File: config.mk
export PLATFORM = sky130hd
export DESIGN_NAME = cdf_lut_builder
export DESIGN_NICKNAME = d
export VERILOG_FILES = /design/src/rtl/histeq_pkg.sv /design/src/rtl/seq_divider.sv /design/src/rtl/cdf_lut_builder.sv
export SDC_FILE = /design/constraint.sdc
export NUM_CORES = 1
export LEC_CHECK = 0
export ABC_AREA = 1
export BUFFER_PORTS_ARGS = -buffer_cell sky130_fd_sc_hd__buf_4
export CAP_MARGIN = 20
export CORE_ASPECT_RATIO = 1.25
export CORE_UTILIZATION = 57
export DETAILED_ROUTE_END_ITERATION = 10
export PLACE_DENSITY = 0.82
export SLEW_MARGIN = 10
export SYNTH_ARGS = -nofsm -noshare
export SYNTH_HDL_FRONTEND = slang
export SYNTH_HIERARCHICAL = 1
export SYNTH_SLANG_ARGS = --single-unit
File: constraint.sdc
create_clock -name clock -period 10.4 [get_ports clock]
set_input_delay 1.04 -clock clock [delete_from_list [all_inputs] [get_ports clock]]
set_output_delay 1.04 -clock clock [all_outputs]
set_load 0.005 [all_outputs]
File: src/rtl/histeq_pkg.sv
// Shared definitions for the histogram-equalizer stages: bin tagging, LUT
// geometry, the LUT-builder state encoding and scratchpad address forming.
package histeq_pkg;

    localparam logic [15:0] TAG_VALID = 16'hAAAA;
    localparam int unsigned NUM_BINS  = 256;
    localparam int unsigned L_MAX     = 255;

    typedef enum logic [2:0] {
        IDLE,
        READ,
        WAIT,
        ACCUM,
        DIVIDE,
        WRITE,
        DONE
    } lut_state_e;

    // Scratchpad word address: bank bit above the 8-bit bin index.
    function automatic logic [15:0] form_addr(input logic offset, input logic [7:0] bin);
        return {7'd0, offset, bin};
    endfunction

endpackage

File: src/rtl/seq_divider.sv
// Restoring unsigned divider, one quotient bit per cycle. The first bit is
// resolved on the start edge so done pulses exactly DIVIDEND_W cycles later.
module seq_divider #(
    parameter int DIVIDEND_W = 24,
    parameter int DIVISOR_W  = 16
) (
    input  logic                  clock,
    input  logic                  rst_n,
    input  logic                  start,
    input  logic [DIVIDEND_W-1:0] dividend,
    input  logic [DIVISOR_W-1:0]  divisor,
    output logic                  busy,
    output logic                  done,
    output logic [DIVIDEND_W-1:0] quotient
);

    localparam int REM_W = DIVISOR_W + 1;
    localparam int CNT_W = $clog2(DIVIDEND_W + 1);

    logic [REM_W-1:0]      rem_q, rem_d;
    logic [DIVIDEND_W-1:0] quo_q, quo_d;
    logic [DIVISOR_W-1:0]  dvs_q, dvs_d;
    logic [CNT_W-1:0]      cnt_q, cnt_d;
    logic                  busy_q, busy_d;
    logic                  done_q, done_d;

    // The quotient register doubles as the dividend shift register.
    function automatic logic [REM_W+DIVIDEND_W-1:0] div_step(
        input logic [REM_W-1:0]      rem,
        input logic [DIVIDEND_W-1:0] quo,
        input logic [DIVISOR_W-1:0]  dvs
    );
        logic [REM_W-1:0] trial;
        trial = {rem[REM_W-2:0], quo[DIVIDEND_W-1]};
        if (trial >= {1'b0, dvs}) begin
            return {trial - {1'b0, dvs}, quo[DIVIDEND_W-2:0], 1'b1};
        end
        return {trial, quo[DIVIDEND_W-2:0], 1'b0};
    endfunction

    always_comb begin
        rem_d  = rem_q;
        quo_d  = quo_q;
        dvs_d  = dvs_q;
        cnt_d  = cnt_q;
        busy_d = busy_q;
        done_d = 1'b0;
        if (start && !busy_q) begin
            {rem_d, quo_d} = div_step('0, dividend, divisor);
            dvs_d  = divisor;
            cnt_d  = CNT_W'(1);
            busy_d = 1'b1;
        end else if (busy_q) begin
            {rem_d, quo_d} = div_step(rem_q, quo_q, dvs_q);
            cnt_d = cnt_q + 1'b1;
            if (cnt_q == CNT_W'(DIVIDEND_W - 1)) begin
                busy_d = 1'b0;
                done_d = 1'b1;
            end
        end
    end

    always_ff @(posedge clock) begin
        if (!rst_n) begin
            rem_q  <= '0;
            quo_q  <= '0;
            dvs_q  <= '0;
            cnt_q  <= '0;
            busy_q <= 1'b0;
            done_q <= 1'b0;
        end else begin
            rem_q  <= rem_d;
            quo_q  <= quo_d;
            dvs_q  <= dvs_d;
            cnt_q  <= cnt_d;
            busy_q <= busy_d;
            done_q <= done_d;
        end
    end

    assign busy     = busy_q;
    assign done     = done_q;
    assign quotient = quo_q;

endmodule

File: src/rtl/cdf_lut_builder.sv
// Second equalizer stage: walks the 256 histogram bins in m2, accumulates the
// CDF and writes one equalized output level per bin into m3.
module cdf_lut_builder #(
    parameter int unsigned PIXEL_COUNT = 64,
    parameter int unsigned COUNT_W     = 16,
    parameter int unsigned L_MAX       = 255
) (
    input  logic         clock,
    input  logic         rst_n,
    input  logic         start,
    input  logic         baseOffset,
    input  logic [127:0] m2ReadVal,
    output logic [15:0]  m2ReadAddr,
    output logic [15:0]  m3WriteAddr,
    output logic [127:0] m3WriteVal,
    output logic         m3WE,
    output logic         done
);

    import histeq_pkg::*;

    localparam int unsigned NUM_W    = COUNT_W + 8;
    localparam logic [7:0]  LAST_BIN = 8'(NUM_BINS - 1);

    lut_state_e         state_q, state_d;
    logic [7:0]         bin_q, bin_d;
    logic [COUNT_W-1:0] cdf_q, cdf_d;
    logic [COUNT_W-1:0] cdf_min_q, cdf_min_d;
    logic               min_set_q, min_set_d;
    logic [31:0]        word_q, word_d;
    logic [15:0]        m2_addr_q, m2_addr_d;
    logic [15:0]        m3_addr_q, m3_addr_d;
    logic [7:0]         level_q, level_d;
    logic               m3_we_q, m3_we_d;
    logic               done_q, done_d;

    logic [COUNT_W-1:0] bin_count, cdf_sum, min_now, cdf_delta, divisor;
    logic               min_now_set, skip_div;
    logic [NUM_W-1:0]   numerator, quotient;
    logic               div_start, div_done;
    logic               unused_div_busy, unused_rd_hi;

    function automatic logic [7:0] sat_level(input logic [NUM_W-1:0] q);
        return (|q[NUM_W-1:8]) ? 8'hFF : q[7:0];
    endfunction

    // Bin arithmetic for the word captured at the end of WAIT.
    always_comb begin
        bin_count   = (word_q[31:16] == TAG_VALID) ? COUNT_W'(word_q[15:0]) : '0;
        cdf_sum     = cdf_q + bin_count;
        min_now_set = min_set_q || (bin_count != '0);
        if (min_set_q) begin
            min_now = cdf_min_q;
        end else if (bin_count != '0) begin
            min_now = cdf_sum;
        end else begin
            min_now = '0;
        end
        cdf_delta = cdf_sum - min_now;
        divisor   = COUNT_W'(PIXEL_COUNT) - min_now;
        numerator = NUM_W'(cdf_delta) * NUM_W'(L_MAX);
        skip_div  = !min_now_set || (divisor == '0);
    end

    always_comb begin
        // NOTE: every _d starts from its _q so no branch of the case infers a latch.
        state_d   = state_q;
        bin_d     = bin_q;
        cdf_d     = cdf_q;
        cdf_min_d = cdf_min_q;
        min_set_d = min_set_q;
        word_d    = word_q;
        m2_addr_d = m2_addr_q;
        m3_addr_d = m3_addr_q;
        level_d   = level_q;
        m3_we_d   = 1'b0;
        done_d    = done_q;
        div_start = 1'b0;
        case (state_q)
            IDLE: begin
                if (start) begin
                    state_d   = READ;
                    bin_d     = 8'd0;
                    m2_addr_d = form_addr(baseOffset, 8'd0);
                end
            end
            READ:  state_d = WAIT;
            WAIT: begin
                word_d  = m2ReadVal[31:0];
                state_d = ACCUM;
            end
            ACCUM: begin
                cdf_d     = cdf_sum;
                cdf_min_d = min_now;
                min_set_d = min_now_set;
                if (skip_div) begin
                    state_d   = WRITE;
                    m3_we_d   = 1'b1;
                    m3_addr_d = form_addr(baseOffset, bin_q);
                    level_d   = 8'd0;
                end else begin
                    div_start = 1'b1;
                    state_d   = DIVIDE;
                end
            end
            DIVIDE: begin
                if (div_done) begin
                    state_d   = WRITE;
                    m3_we_d   = 1'b1;
                    m3_addr_d = form_addr(baseOffset, bin_q);
                    level_d   = sat_level(quotient);
                end
            end
            WRITE: begin
                if (bin_q == LAST_BIN) begin
                    state_d = DONE;
                    done_d  = 1'b1;
                end else begin
                    state_d   = READ;
                    bin_d     = bin_q + 8'd1;
                    m2_addr_d = form_addr(baseOffset, bin_q + 8'd1);
                end
            end
            DONE:    state_d = DONE;
            default: state_d = IDLE;
        endcase
    end

    always_ff @(posedge clock) begin
        // NOTE: state is written with <= only, so every flop samples pre-edge values.
        if (!rst_n) begin
            state_q   <= IDLE;
            bin_q     <= '0;
            cdf_q     <= '0;
            cdf_min_q <= '0;
            min_set_q <= 1'b0;
            word_q    <= '0;
            m2_addr_q <= '0;
            m3_addr_q <= '0;
            level_q   <= '0;
            m3_we_q   <= 1'b0;
            done_q    <= 1'b0;
        end else begin
            state_q   <= state_d;
            bin_q     <= bin_d;
            cdf_q     <= cdf_d;
            cdf_min_q <= cdf_min_d;
            min_set_q <= min_set_d;
            word_q    <= word_d;
            m2_addr_q <= m2_addr_d;
            m3_addr_q <= m3_addr_d;
            level_q   <= level_d;
            m3_we_q   <= m3_we_d;
            done_q    <= done_d;
        end
    end

    seq_divider #(
        .DIVIDEND_W(NUM_W),
        .DIVISOR_W (COUNT_W)
    ) u_div (
        .clock   (clock),
        .rst_n   (rst_n),
        .start   (div_start),
        .dividend(numerator),
        .divisor (divisor),
        .busy    (unused_div_busy),
        .done    (div_done),
        .quotient(quotient)
    );

    assign unused_rd_hi = ^m2ReadVal[127:32];
    assign m2ReadAddr   = m2_addr_q;
    assign m3WriteAddr  = m3_addr_q;
    assign m3WriteVal   = {120'd0, level_q};
    assign m3WE         = m3_we_q;
    assign done         = done_q;

endmodule
==> results of run 1 <==
[repair_timing]
item	4_1_cts	5_1_grt
gates resized for setup	0	30
setup buffers	0	9
endpoints found under the setup margin	0	17
[critical path: cells and delay by family, from the launching register on]
family / cells / cell delay, ns
AND/OR/NAND/NOR: 15 / 1.66
buffers and inverters: 9 / 0.90
XOR/XNOR: 3 / 0.57
flip-flops: 1 / 0.31
AO/OA/AOI/OAI: 14 / 2.45
adder cells (fa/ha/maj): 10 / 3.78
[sequential cells by signal (all words and copies together) (netlist names), 2 cells and up]
name and count:
bin_q 7, cdf_min_q 16, cdf_q 16, level_q 8
m2ReadAddr 2, m3WriteAddr 9, state_q 3, u_div/cnt_q 5
u_div/dvs_q 16, u_div/quotient 24, u_div/rem_q 16, word_q 32
[layout make-up]
class | instances | area (µm²)
fillers | 2163 | 9440
multi-input cells | 1476 | 9190
flip-flops and latches | 159 | 3180
inverters | 413 | 1550
repair buffers | 102 | 766
clock buffers | 18 | 429
well taps | 335 | 419
clock inverters | 14 | 153
[how the worst max path moves through the flow]
stage,from,to,slack [ns],cells after the start
floorplan,word_q[21],u_div/rem_q[10],1.31,57
global placement,word_q[28],u_div/rem_q[3],0.41,55
detailed placement,word_q[28],u_div/rem_q[3],0.14,55
CTS,word_q[28],u_div/rem_q[3],0.09,55
global route,word_q[28],u_div/rem_q[3],-0.01,54
finish,word_q[28],u_div/rem_q[3],0.65,51
[metrics by stage]
stage	setup slack, ns	instance area [µm²]	cells
floorplan	1.31	15100	2239
global placement	0.406	14900	2476
detailed placement	0.137	14900	2476
CTS	0.0948	15500	2508
global route	-0.0129	15700	2517
finish	0.649	15700	2517
[synth_stat cells (all sizes together) (5+ instances only)]
master  instances
a21boi          5
a21o            5
a21oi         129
buf           152
clkbuf         39
dfxtp         159
fa             60
ha            106
inv           411
nand2         440
nand3         113
nand3b          9
nand4          13
nor2          193
nor3           22
o211ai         40
o21ai         108
o21bai          9
xnor2          22
xor2           42
[cells by family (layout without fill, tap and decap cells)]
kind of cell | count (synthesis) | count (layout) | share of synthesized area (%)
xor gates and xnor gates | 64 | 64 | 3.90
buffers and inverters | 604 | 547 | 19.4
DFF | 159 | 159 | 21.9
other | 1 | 134 | 0.0257
adders and majority gates | 166 | 166 | 17.4
and+or+nand+nor | 800 | 800 | 25.2
AOI/OAI and AO/OA | 312 | 312 | 12.2
[layer usage]
metal  wire, µm  part of all wire [%]  track usage (%)  vias up
met2      17000                    51             46.8      375
met5          0                     0                0        -
met4       1220                   3.7             11.4        0
met3       1330                   4.0             3.33       82
met1      13500                    41             28.7     5923
li1           -                     -                -     6417
==> impl_metrics.tcl, run 1 <==
set metrics [dict create \
    routed_wl_mm 33.1 \
    gp_congestion 0.976 \
    grt_overflow 0 \
    nets 2467 \
    setup_viol 0 \
    postRouteAntennaNets 0 \
    startpoint_type "flip-flop" \
    min_path_type "flip-flop to flip-flop" \
    cts_root_buffer "clkbuf_16" \
    cp_slowest_cell "fa_1" \
    slew_viol_final 0 \
    drc 0 \
    netlist_area_um2 14600 \
    initial_core_util_pct 58.0 \
    synth.avg_cell_area_um2 6.92 \
    clk_latency_ns 0.44 \
    dpl.hpwl_mm 25.1 \
    fin_skew_ns 0.00902 \
    final_common_cell "inv_1" \
    tns_ns 0 \
    synth-edff-count 0 \
    hold_violations 0 \
    num_vias 12800 \
    antennaDiodeCount 0 \
    cp_common_cell "inv_1" \
    drt-vias-per-instance 5.08 \
    wl_per_cell_um 13.1 \
    drive_gt1_share_pct 12.3 \
    worst_slew_pin_slew_ns 0.896 \
    synth-seq-cells 159 \
    drt-initial-drc-count 864 \
    syn2layout_area_growth_pct 7.76 \
    min_from "u_div/dvs_q[3]" \
    die_width_um 145 \
    layout_common_cells "398 x inv_1, 397 x nand2_1, 173 x nor2_1" \
    cts_hold_buf 0 \
    seq_area_frac_synth_pct 21.9 \
    reg2reg_depth 51 \
    timing.rr.start "word_q[28]" \
    synth_area_leaders "dfxtp_1 22%, nand2_1 10%, inv_1 10%" \
    regToRegEndpoint "u_div/rem_q[3]" \
    max_freq_mhz 103 \
    cts_sinks 159 \
    critPathCaptureType "flip-flop" \
    clockBufferDepth 2 \
    grt_max_degree 79 \
    relSlewSlack_pct 40.2 \
    grt_antenna_before_repair 0 \
    synth_top_area_cell "dfxtp_1" \
    io_pins 294 \
    synthArstFlopShare_pct 0 \
    ys_types 52 \
    min_period_ns 9.75 \
    worstPathArrival_ns 10.12 \
    cts_buffers 17 \
    cts-htree-levels 4 \
    gr-usage-all-layers_pct 25.3 \
    postLayoutCoreUtil_pct 62.5 \
    holdPathStages 2 \
    ys.flop_type "dfxtp_1" \
    synth_cells 2106 \
    max_cap_viol_count 0 \
    dieHeight_um 181 \
    coreArea_um2 25100 \
    run_status "completed" \
    cp_max_fo 4 \
    cp.required_ns 10.76 \
    clk_pin_slew_ns 0.07 \
    rows 65 \
    ys_warn_count 6 \
    grt_pass1_vias 12100 \
    yosysTopAreaCellShare_pct 21.9 \
    whs_ns 0.471 \
    io_buffers 63 \
    grt_pass1_wl_mm 54.7 \
    path_class "flip-flop to flip-flop" \
    cpPeakStageDelay_ns 0.58 \
    dieArea_um2 26200 \
    hold_path_end "u_div/dvs_q[3]" \
    dr.pass1.iters 7 \
    cts_tree "yes" \
    rrSetupSlack_ns 0.65 \
    min_period_over_period_pct 93.8 \
]
Power of run 1 is not shown: default switching activity piles up to over one toggle a cycle in this logic, so the estimate is an artifact.
==> inputs of run 2 (changes only) <==
--- a/config.mk
+++ b/config.mk
@@ -11,7 +11,8 @@
 export CORE_ASPECT_RATIO = 1.25
 export CORE_UTILIZATION = 57
 export DETAILED_ROUTE_END_ITERATION = 10
-export PLACE_DENSITY = 0.82
+export MAX_ROUTING_LAYER = met4
+export PLACE_DENSITY_LB_ADDON = 0.2
 export SLEW_MARGIN = 10
 export SYNTH_ARGS = -nofsm -noshare
 export SYNTH_HDL_FRONTEND = slang
==> impl_metrics.tcl, run 2 (same netlist as run 1, synthesis figures left out) <==
set metrics [dict create \
    syn2layout_area_growth_pct 7.69 \
    cp.required_ns 10.77 \
    clk_pin_slew_ns 0.08 \
    postRouteAntennaNets 0 \
    critPathCaptureType "flip-flop" \
    min_from "done" \
    antennaDiodeCount 0 \
    relSlewSlack_pct 40.5 \
    grt_pass1_wl_mm 55.2 \
    layout_common_cells "399 x inv_1, 395 x nand2_1, 175 x nor2_1" \
    dieHeight_um 181 \
    regToRegEndpoint "u_div/rem_q[6]" \
    fin_cells 2518 \
    drc 0 \
    io_pins 294 \
    routed_wl_mm 32.6 \
    cts_buffers 17 \
    grt_max_degree 79 \
    drt-initial-drc-count 650 \
    cp_slowest_cell "fa_1" \
    min_period_over_period_pct 93.6 \
    worstPathArrival_ns 10.11 \
    cp-endpoint "u_div/rem_q[6]" \
    worst_slew_pin_slew_ns 0.892 \
    nFillCells 2428 \
    clk_latency_ns 0.45 \
    wl_per_cell_um 13.0 \
    cts_tree "yes" \
    register_area_um2 3180 \
    grt_pass1_vias 12000 \
    min_period_ns 9.74 \
    dr.pass1.iters 5 \
    cp_common_cell "inv_1" \
    dpl.hpwl_mm 25.2 \
    num_vias 12500 \
    timing.rr.start "word_q[28]" \
    die_width_um 145 \
    multi_input_area_um2 9160 \
    hold_violations 0 \
    worstSetupStartpoint "word_q[28]" \
    largest_reg_flops 32 \
    fin_skew_ns 0.0141 \
    grt_overflow 0 \
    run_status "completed" \
    cp_max_fo 7 \
    rrSetupSlack_ns 0.66 \
    gp_congestion 0.912 \
    final_common_cell "inv_1" \
    regMostFlops "word_q" \
    dieArea_um2 26200 \
    max_freq_mhz 103 \
    clockBufferDepth 2 \
    initial_core_util_pct 58.0 \
    coreArea_um2 25100 \
    reg2reg_depth 50 \
    rows 65 \
    path_class "flip-flop to flip-flop" \
    max_cap_viol_count 0 \
    cts_sinks 159 \
    drt-vias-per-instance 4.98 \
    startpoint_type "flip-flop" \
    placed_cells 2481 \
    nets 2468 \
    drive_gt1_share_pct 12.0 \
    min_path_type "flip-flop to flip-flop" \
    cts-htree-levels 4 \
    cpPeakStageDelay_ns 0.61 \
    grt_antenna_before_repair 0 \
    cts_root_buffer "clkbuf_16" \
    slew_viol_final 0 \
    setup_viol 0 \
    gr-usage-all-layers_pct 26.5 \
    io_buffers 63 \
]
## run 2: cell count changes in the layout (fill, tap and decap cells not counted), sizes merged
cell    before  now
clkinv       7   11
buf        102  103
clkbuf      18   17
bufinv       1    0
inv        418  416
## run 2: worst min path at each step
stage,cells after the start,to
final,2,done
after global routing,2,u_div/dvs_q[3]
after CTS,2,done
after detailed placement,2,done
after global placement,2,done
after floorplan,2,u_div/dvs_q[15]
## run 2: area by class of cell
class | instances | area share (%)
Clock buffer | 17 | 2.71
Clock inverter | 15 | 1.09
Inverter | 413 | 9.90
Multi-Input combinational cell | 1476 | 58.4
Sequential cell | 159 | 20.3
Tap cell | 335 | 2.67
Timing Repair Buffer | 103 | 4.93
## run 2: layer usage
layer  global-route usage, %  vias to the layer above  share of wire, %
met5                       -                        -                 0
met3                    3.56                       57               3.5
met2                    46.3                      282                50
met4                    9.96                        0               2.7
li1                        -                     6434                 -
met1                    30.7                     5776                43
## run 2: worst max-delay path: cells and delay by family, from the launching register on
| family | cells | cell delay, ns |
|---|---|---|
| AND/OR/NAND/NOR | 12 | 1.43 |
| XOR/XNOR | 3 | 0.81 |
| buffers and inverters | 11 | 1.07 |
| AO/OA/AOI/OAI | 14 | 2.22 |
| adder cells (fa/ha/maj) | 10 | 3.82 |
| flip-flops | 1 | 0.32 |
## run 2: metrics by stage
| stage | area, µm² | worst slack [ns] | util (%) | setup TNS (ns) | hold slack (ns) |
|---|---|---|---|---|---|
| 5_1_grt | 15700 | -0.0376 | 62.4 | -0.204 | 0.482 |
| 3_5_place_dp | 14900 | 0.177 | 59.5 | 0 | 0.448 |
| 3_3_place_gp | 14900 | 0.349 | 59.5 | 0 | 0.440 |
| 4_1_cts | 15500 | 0.130 | 61.9 | 0 | 0.459 |
| 2_1_floorplan | 15100 | 1.31 | - | 0 | 0.433 |
| 6_report | 15700 | 0.662 | 62.4 | 0 | 0.455 |
## run 2: repair_timing
action                                  4_1_cts  5_1_grt
resized for setup                             0       23
hold buffers                                  0        0
buffers inserted                              0        5
endpoints found under the setup margin        0       17
Power of run 2 is left out for the same reason.
==> inputs of run 3 (changes only) <==
--- a/config.mk
+++ b/config.mk
@@ -9,7 +9,7 @@
 export BUFFER_PORTS_ARGS = -buffer_cell sky130_fd_sc_hd__buf_4
 export CAP_MARGIN = 20
 export CORE_ASPECT_RATIO = 1.25
-export CORE_UTILIZATION = 57
+export CORE_UTILIZATION = 40
 export DETAILED_ROUTE_END_ITERATION = 10
 export MAX_ROUTING_LAYER = met4
 export PLACE_DENSITY_LB_ADDON = 0.2
==> impl_metrics.tcl, run 3 (same netlist as run 1, synthesis figures left out) <==
set metrics [dict create \
    gp_congestion 0.921 \
    worst_slew_pin_slew_ns 0.891 \
    cts_sinks 159 \
    routed_wl_mm 33.5 \
    cts_root_buffer "clkbuf_16" \
    dieHeight_um 215 \
    worstPathArrival_ns 9.98 \
    io_buffers 63 \
    max_cap_viol_count 0 \
    setup_ws_ns 0.782 \
    startpoint_type "flip-flop" \
    place_area_um2 15100 \
    coreArea_um2 35600 \
    layout_common_cells "399 x inv_1, 398 x nand2_1, 173 x nor2_1" \
    grt_antenna_before_repair 0 \
    initial_core_util_pct 40.9 \
    clk_latency_ns 0.44 \
    cts_hold_buf 0 \
    max_freq_mhz 104 \
    regMostFlops "word_q" \
    rows 77 \
    die_width_um 173 \
    drc 0 \
    final_common_cell "inv_1" \
    cts_buffers 17 \
    drt-vias-per-instance 4.65 \
    rrSetupSlack_ns 0.78 \
    min_path_type "flip-flop to flip-flop" \
    pre_cts_ws_ns 0.338 \
    syn2layout_area_growth_pct 8.38 \
    finalInstanceArea_um2 15800 \
    hold_violations 0 \
    fin_skew_ns 0.0110 \
    run_status "completed" \
    num_vias 12400 \
    cp.required_ns 10.77 \
    critPathCaptureType "flip-flop" \
    antennaDiodeCount 0 \
    cts-htree-levels 4 \
    nets 2469 \
    clk_pin_slew_ns 0.07 \
    hold_path_end "u_div/dvs_q[9]" \
    regToRegEndpoint "u_div/rem_q[3]" \
    drt-initial-drc-count 620 \
    grt_max_degree 85 \
    cts_tree "yes" \
    cp_max_fo 7 \
    cp_num_buf_inv 10 \
    min_period_ns 9.62 \
    postRouteAntennaNets 0 \
    cp_common_cell "nand2_1" \
    clockBufferDepth 2 \
    dr.pass1.iters 5 \
    gr-usage-all-layers_pct 19.0 \
    holdPathStages 2 \
    slew_viol_final 0 \
    grt_pass1_wl_mm 56.2 \
    wl_per_cell_um 12.6 \
    setup_viol 0 \
    path_class "flip-flop to flip-flop" \
    cp_slowest_cell "fa_1" \
    cp_top_family "adder cells" \
    min_from "u_div/dvs_q[9]" \
    dpl.hpwl_mm 26.5 \
    min_period_over_period_pct 92.5 \
    largest_reg_flops 32 \
    io_pins 294 \
    timing.rr.start "word_q[20]" \
    grt_pass1_vias 12000 \
    cpPeakStageDelay_ns 0.55 \
    grt_overflow 0 \
    drive_gt1_share_pct 11.9 \
    reg2reg_depth 58 \
    dieArea_um2 37200 \
    relSlewSlack_pct 40.5 \
]
[run 3: worst reg2reg max path: cells and delay by family (launching register included)]
family,cells,cell delay (ns)
compound gates,14,2.05
xor+xnor,3,0.46
fa+ha+maj,10,3.67
buf+inv,10,0.78
flops,1,0.32
simple gates,21,2.25
[run 3: layout make-up]
| class | instances | area [µm²] |
|---|---|---|
| flip-flops and latches | 159 | 3180 |
| clock inverters | 13 | 104 |
| multi-input cells | 1476 | 9140 |
| inverters | 413 | 1550 |
| clock buffers | 19 | 433 |
| well taps | 474 | 593 |
| repair buffers | 104 | 781 |
| fillers | 3756 | 19900 |
[run 3: worst max-delay path by stage]
| stage | startpoint | slack, ns | endpoint | depth (start not counted) |
|---|---|---|---|---|
| 2_1_floorplan | word_q[21] | 1.31 | u_div/rem_q[10] | 57 |
| 3_3_place_gp | word_q[28] | 0.45 | u_div/rem_q[8] | 58 |
| 3_5_place_dp | word_q[28] | 0.34 | u_div/rem_q[3] | 58 |
| 4_1_cts | word_q[20] | 0.29 | u_div/rem_q[3] | 58 |
| 5_1_grt | word_q[16] | -0.0006 | u_div/rem_q[10] | 59 |
| 6_report | word_q[20] | 0.78 | u_div/rem_q[3] | 58 |
[run 3: routing by layer]
| layer | track usage [%] | vias to the layer above | wire length, µm |
|---|---|---|---|
| met5 | - | - | 0 |
| met3 | 2.88 | 49 | 1150 |
| li1 | - | 6424 | - |
| met1 | 21.2 | 5659 | 14200 |
| met4 | 6.17 | 0 | 826 |
| met2 | 34.2 | 227 | 17400 |
[run 3: repair_timing]
| item | CTS | global route |
|---|---|---|
| gates resized for setup | 0 | 21 |
| buffers inserted | 0 | 8 |
| setup endpoints to repair | 0 | 17 |
[run 3: stage by stage]
| step | hold slack (ns) | instances | setup TNS, ns | util [%] |
|---|---|---|---|---|
| floorplan | 0.433 | 2239 | 0 | - |
| global placement | 0.454 | 2618 | 0 | 42.4 |
| detailed placement | 0.461 | 2618 | 0 | 42.4 |
| CTS | 0.470 | 2650 | 0 | 43.9 |
| global route | 0.492 | 2658 | -0.000600 | 44.3 |
| finish | 0.464 | 2658 | 0 | 44.3 |
Power of run 3 is left out for the same reason.
